## src/rtl/inst_mem_loader.sv

```systemverilog
// inst_mem_loader: streams UART RX bytes into the byte-wide instruction
// memory write port, MSB first, and stops on a HALT word or a full memory.
// A one-byte pending buffer absorbs a strobe that lands while the FSM is
// busy writing or checking, so back-to-back bytes across word boundaries
// are not lost.
module inst_mem_loader #(
  parameter int          MEM_SIZE  = 8,
  parameter int          ADDR_SIZE = 8,
  parameter int          MEM_LARGE = 256,
  parameter int          INST_SIZE = 32,
  parameter logic [31:0] HALT_INST = 32'hFFFFFFFF
) (
  input  logic                 i_clock,
  input  logic                 i_reset_n,
  input  logic                 i_start,
  input  logic [MEM_SIZE-1:0]  i_rx_data,
  input  logic                 i_rx_done,
  output logic                 o_mem_enable,
  output logic                 o_mem_write_enable,
  output logic [MEM_SIZE-1:0]  o_mem_write_data,
  output logic [ADDR_SIZE-1:0] o_mem_write_addr,
  output logic                 o_busy,
  output logic                 o_done,
  output logic                 o_error,
  output logic [ADDR_SIZE-1:0] o_inst_count
);

  // Address counter carries one extra bit so the "memory full" value
  // MEM_LARGE is representable without wrapping back to 0.
  localparam logic [ADDR_SIZE:0]   MEM_END  = (ADDR_SIZE+1)'(MEM_LARGE);
  localparam logic [INST_SIZE-1:0] HALT_W   = INST_SIZE'(HALT_INST);
  localparam logic [ADDR_SIZE:0]   ADDR_ONE = (ADDR_SIZE+1)'(1);
  localparam logic [ADDR_SIZE-1:0] CNT_ONE  = ADDR_SIZE'(1);

  typedef enum logic [2:0] {
    S_IDLE      = 3'd0,
    S_WAIT_BYTE = 3'd1,
    S_WRITE     = 3'd2,
    S_CHECK     = 3'd3,
    S_DONE      = 3'd4
  } state_t;

  state_t                 state_q,      state_d;
  logic [ADDR_SIZE:0]     addr_q,       addr_d;
  logic [1:0]             byte_idx_q,   byte_idx_d;
  logic [INST_SIZE-1:0]   word_q,       word_d;
  logic [MEM_SIZE-1:0]    pend_data_q,  pend_data_d;
  logic                   pend_vld_q,   pend_vld_d;
  logic                   wr_en_q,      wr_en_d;
  logic [MEM_SIZE-1:0]    wr_data_q,    wr_data_d;
  logic [ADDR_SIZE-1:0]   wr_addr_q,    wr_addr_d;
  logic                   busy_q,       busy_d;
  logic                   done_q,       done_d;
  logic                   error_q,      error_d;
  logic [ADDR_SIZE-1:0]   inst_count_q, inst_count_d;

  // Next-state, datapath and pending-buffer logic for the load FSM.
  always_comb begin
    state_d      = state_q;
    addr_d       = addr_q;
    byte_idx_d   = byte_idx_q;
    word_d       = word_q;
    pend_data_d  = pend_data_q;
    pend_vld_d   = pend_vld_q;
    wr_en_d      = 1'b0;
    wr_data_d    = wr_data_q;
    wr_addr_d    = wr_addr_q;
    busy_d       = busy_q;
    done_d       = 1'b0;
    error_d      = error_q;
    inst_count_d = inst_count_q;

    unique case (state_q)
      S_IDLE: begin
        // Strobes here are ignored; only i_start matters.
        if (i_start) begin
          addr_d       = '0;
          byte_idx_d   = '0;
          word_d       = '0;
          pend_data_d  = '0;
          pend_vld_d   = 1'b0;
          error_d      = 1'b0;
          inst_count_d = '0;
          busy_d       = 1'b1;
          state_d      = S_WAIT_BYTE;
        end
      end

      S_WAIT_BYTE: begin
        // An older buffered byte goes first; a simultaneous new strobe
        // simply refills the buffer it just vacated.
        if (pend_vld_q) begin
          wr_data_d  = pend_data_q;
          wr_addr_d  = addr_q[ADDR_SIZE-1:0];
          wr_en_d    = 1'b1;
          state_d    = S_WRITE;
          pend_vld_d = 1'b0;
          if (i_rx_done) begin
            pend_data_d = i_rx_data;
            pend_vld_d  = 1'b1;
          end
        end else if (i_rx_done) begin
          wr_data_d = i_rx_data;
          wr_addr_d = addr_q[ADDR_SIZE-1:0];
          wr_en_d   = 1'b1;
          state_d   = S_WRITE;
        end
      end

      S_WRITE: begin
        addr_d     = addr_q + ADDR_ONE;
        byte_idx_d = byte_idx_q + 2'd1;
        word_d     = {word_q[INST_SIZE-MEM_SIZE-1:0], wr_data_q};
        state_d    = (byte_idx_q == 2'd3) ? S_CHECK : S_WAIT_BYTE;
        if (i_rx_done) begin
          if (pend_vld_q) begin
            error_d = 1'b1;
          end else begin
            pend_data_d = i_rx_data;
            pend_vld_d  = 1'b1;
          end
        end
      end

      S_CHECK: begin
        inst_count_d = inst_count_q + CNT_ONE;
        if (word_q == HALT_W) begin
          state_d = S_DONE;
          done_d  = 1'b1;
          busy_d  = 1'b0;
        end else if (addr_q == MEM_END) begin
          error_d = 1'b1;
          state_d = S_DONE;
          done_d  = 1'b1;
          busy_d  = 1'b0;
        end else begin
          state_d = S_WAIT_BYTE;
        end
        if (i_rx_done) begin
          if (pend_vld_q) begin
            error_d = 1'b1;
          end else begin
            pend_data_d = i_rx_data;
            pend_vld_d  = 1'b1;
          end
        end
      end

      S_DONE: begin
        // Anything still buffered belongs to no load; drop it.
        pend_vld_d = 1'b0;
        state_d    = S_IDLE;
      end

      default: begin
        state_d = S_IDLE;
      end
    endcase
  end

  // State and registered outputs; async reset clears everything including
  // a write strobe that is already on the port.
  always_ff @(posedge i_clock or negedge i_reset_n) begin
    if (!i_reset_n) begin
      state_q      <= S_IDLE;
      addr_q       <= '0;
      byte_idx_q   <= '0;
      word_q       <= '0;
      pend_data_q  <= '0;
      pend_vld_q   <= 1'b0;
      wr_en_q      <= 1'b0;
      wr_data_q    <= '0;
      wr_addr_q    <= '0;
      busy_q       <= 1'b0;
      done_q       <= 1'b0;
      error_q      <= 1'b0;
      inst_count_q <= '0;
    end else begin
      state_q      <= state_d;
      addr_q       <= addr_d;
      byte_idx_q   <= byte_idx_d;
      word_q       <= word_d;
      pend_data_q  <= pend_data_d;
      pend_vld_q   <= pend_vld_d;
      wr_en_q      <= wr_en_d;
      wr_data_q    <= wr_data_d;
      wr_addr_q    <= wr_addr_d;
      busy_q       <= busy_d;
      done_q       <= done_d;
      error_q      <= error_d;
      inst_count_q <= inst_count_d;
    end
  end

  assign o_mem_enable       = wr_en_q;
  assign o_mem_write_enable = wr_en_q;
  assign o_mem_write_data   = wr_data_q;
  assign o_mem_write_addr   = wr_addr_q;
  assign o_busy             = busy_q;
  assign o_done             = done_q;
  assign o_error            = error_q;
  assign o_inst_count       = inst_count_q;

endmodule

```

## config.mk

```make
export PLATFORM = sky130hd
export DESIGN_NAME = inst_mem_loader
export DESIGN_NICKNAME = d
export VERILOG_FILES = /design/src/rtl/inst_mem_loader.sv
export SDC_FILE = /design/constraint.sdc
export NUM_CORES = 1
export LEC_CHECK = 0
export BUFFER_PORTS_ARGS = -buffer_cell sky130_fd_sc_hd__buf_2
export CORE_MARGIN = 2
export CORE_UTILIZATION = 30
export CTS_CLUSTER_DIAMETER = 200
export DETAILED_ROUTE_END_ITERATION = 8
export GPL_ROUTABILITY_DRIVEN = 0
export PLACE_DENSITY_LB_ADDON = 0.15
export REMOVE_ABC_BUFFERS = 1
export SYNTH_ARGS = -nofsm -noshare
export SYNTH_HDL_FRONTEND = slang
export SYNTH_SLANG_ARGS = --single-unit
```

## constraint.sdc

```tcl
create_clock -name i_clock -period 2.2 [get_ports i_clock]
set_input_delay 0.33 -clock i_clock [delete_from_list [all_inputs] [get_ports i_clock]]
set_output_delay 0.33 -clock i_clock [all_outputs]
set_load 0.02 [all_outputs]
```

==> flow_metrics.env <==
export IMPL_outcome="complete, but fails checks"
export IMPL_violations="hold timing"
export IMPL_period_needed_ps=1883
export IMPL_final_common_cell="nand2_1"
export IMPL_syn_area_um2=3775
export IMPL_grt_pass1_wl_um=14460
export IMPL_hold_viol=37
export IMPL_vias=2846
export IMPL_grtUsageMet1=0.2045
export IMPL_fin_worst_skew_ps=6.794
export IMPL_hpwl_um=5693
export IMPL_cts_resized=0
export IMPL_grt_pass1_vias=2727
export IMPL_post_synth_cell_area_avg_um2=9.779
export IMPL_fmax_mhz=531.1
export IMPL_cts_buffers=9
export IMPL_worst_path_dominant_cell_family="simple AND/OR/NAND/NOR gates"
export IMPL_final_nets=444
export IMPL_die_y_um=116.2
export IMPL_yosysWarnings=0
export IMPL_multi_input_area_um2=1554
export IMPL_slowest_delay_ps=830
export IMPL_fin_crit_sh=0.8559
export IMPL_cp_max_fo=38
export IMPL_rows=40
export IMPL_ys_seq_elements=83
export IMPL_crit_arrival_ps=2140
export IMPL_syn2layout_area_growth_pct=20.28
export IMPL_routed_wirelength_um=8543
export IMPL_setup_worst_path_end_class="register"
export IMPL_hp_class="in -> async"
export IMPL_synthTopCellsByArea="dfrtp_1, nand2_1, o21ai_0"
export IMPL_die_w_um=116.2
export IMPL_n_fill_cell=1231
export IMPL_cts_htree_levels=3
export IMPL_seq_area_um2=2077
export IMPL_drv_slew=0
export IMPL_ant_nets=0
export IMPL_met2_usage=0.1996
export IMPL_top_usage_layer="met1"
export IMPL_grt_setup_unrepaired="false"
export IMPL_yosysTopAreaCell="dfrtp_1"
export IMPL_cp_common_cell="o21ai_0"
export IMPL_syn_inst=386
export IMPL_async_reset_ff_frac=1.000
export IMPL_core_um2=12160
export IMPL_synth_distinct_cells=41
export IMPL_ir_worst_vdd_mv=0.5938
export IMPL_first_pass_iters=4
export IMPL_cts_sinks=83
export IMPL_tightestPinTransition_ps=800.2
export IMPL_insertion_delay_ps=340
export IMPL_cp_depth=4
export IMPL_power_density_nw_per_um2=1336
export IMPL_setup_viol=0
export IMPL_ios=41
export IMPL_synth_main_ff_cell="dfrtp_1"
export IMPL_final_util=0.3734
export IMPL_placedCellCount=585
export IMPL_final_cell_mix="nand2_1, dfrtp_1, o21ai_0, buf_2, nor2_1"
export IMPL_place_ws_ps=361.2
export IMPL_cp_start_kind="register"
export IMPL_cts_tree="built"
export IMPL_yosysSeqAreaShare=0.5502
export IMPL_setup_slack_ps=317.1
export IMPL_drc=0
export IMPL_max_slew_margin=0.4665
export IMPL_fin_setup_tns_ps=0
export IMPL_root_buffer="clkbuf_16"
export IMPL_antenna_found_initial=0
export IMPL_synth_edf_count=0
export IMPL_drive_gt1_frac=0.1940
export IMPL_io_buffers=40
export IMPL_path_cells="or3b_2 -> nor2_1 -> o21ai_0 -> o21ai_0"
export IMPL_overflow=0
export IMPL_routedWlPerCell_um=14.21
export IMPL_cts_buffer_depth=2
export IMPL_viasPerCell=4.735
export IMPL_path_class="reg -> reg"
export IMPL_drt_iter0_drc=224
export IMPL_globalRouteMet3Util=0.03010
export IMPL_grt_max_degree=40
export IMPL_initial_core_util=0.3104
export IMPL_dieArea_um2=13500
export IMPL_reg2regPathDepth=4
export IMPL_cp_slowest_cell="or3b_2"
export IMPL_grt_usage=0.1390
export IMPL_drv_cap=0
export IMPL_n_antenna_cell=0
export IMPL_fin_cells=601
export IMPL_cts_setup_buffers=0
export IMPL_synth_top_area_share=0.5502
export IMPL_hold_slack_ps=-16.62
export IMPL_worst_path_buf_inv=0
export IMPL_cts_hold_buf=0
export IMPL_crit_required_ps=2460
export IMPL_p_leak_uw=0.002091
export IMPL_clk_pin_slew_ps=60
==> state kept, by name (all words and copies together), names as in the netlist, 2 cells and up <==
register / flops
state_q: 3
o_inst_count: 8
o_mem_write_addr: 8
pend_data_q: 8
byte_idx_q: 2
addr_q: 9
o_mem_write_data: 8
word_q: 32
==> cells by family after synthesis <==
kind of cell,count (synthesis),synth area share
simple gates,155,0.1916
buf+inv,35,0.04209
compound gates,80,0.1233
fa+ha+maj,4,0.01326
flops,83,0.5502
mux,29,0.07955
==> where the power goes <==
part	switching (µW)	total [µW]	leakage, µW	internal (µW)
clock	628	1690	0.000162	1060
sequential	449	2480	0.00109	2030
combinational	1160	1900	0.000840	742
total	2240	6070	0.00209	3830
==> synthesized netlist by cell type (2+ instances only) <==
cell      instances
nand2b_1          2
ha_1              4
mux2i_1          21
o21ai_0          51
and3_1            2
nor2_1           22
dfrtp_1          83
nand2_1          94
a21oi_1          13
mux2_2            8
clkbuf_1         10
nand4_1          11
nor4_1            3
o211ai_1          3
and2_1            2
o31ai_1           6
or3_1             2
inv_1            13
buf_2             7
nand3_1           6
buf_4             3
==> through the flow <==
stage / power, µW / instance area (µm²)
global placement: 4398 / 4203
floorplan: 3672 / 3665
finish: 6068 / 4541
detailed placement: 4427 / 4203
global route: 6527 / 4541
CTS: 6149 / 4541
==> layer usage <==
layer  part of all wire  routed length (µm)
met5                  0                   0
met3              0.025                 215
met4              0.015                 127
met2               0.44                3772
met1               0.52                4428
==> area by class of cell <==
class                           count  share of cell area
Sequential cell                    83              0.4574
Clock inverter                      5             0.01874
Timing Repair Buffer               53             0.06889
Multi-Input combinational cell    268              0.3422
Clock buffer                       11             0.05566
Tap cell                          168             0.04629
Inverter                           13             0.01075
==> worst register-to-register path, cell delays in order, from the launching register on <==
cell     delay (ps)
dfrtp_1         590
or3b_2          830
nor2_1          200
o21ai_0          80
o21ai_0         100
==> path summary, 6_finish.rpt <==
kind	start	end	slack, ps
min in group i_clock	i_rx_data[5]	pend_data_q[5]	240
max in group asynchronous	i_reset_n	o_inst_count[4]	1600
worst min-delay path	i_reset_n	word_q[20]	-20
worst max register to register	state_q[1]	addr_q[4]	320
worst min register to register	o_inst_count[7]	o_inst_count[7]	480
worst max-delay path	state_q[1]	addr_q[4]	320
Note: power is estimated with default switching activity, not from simulation.
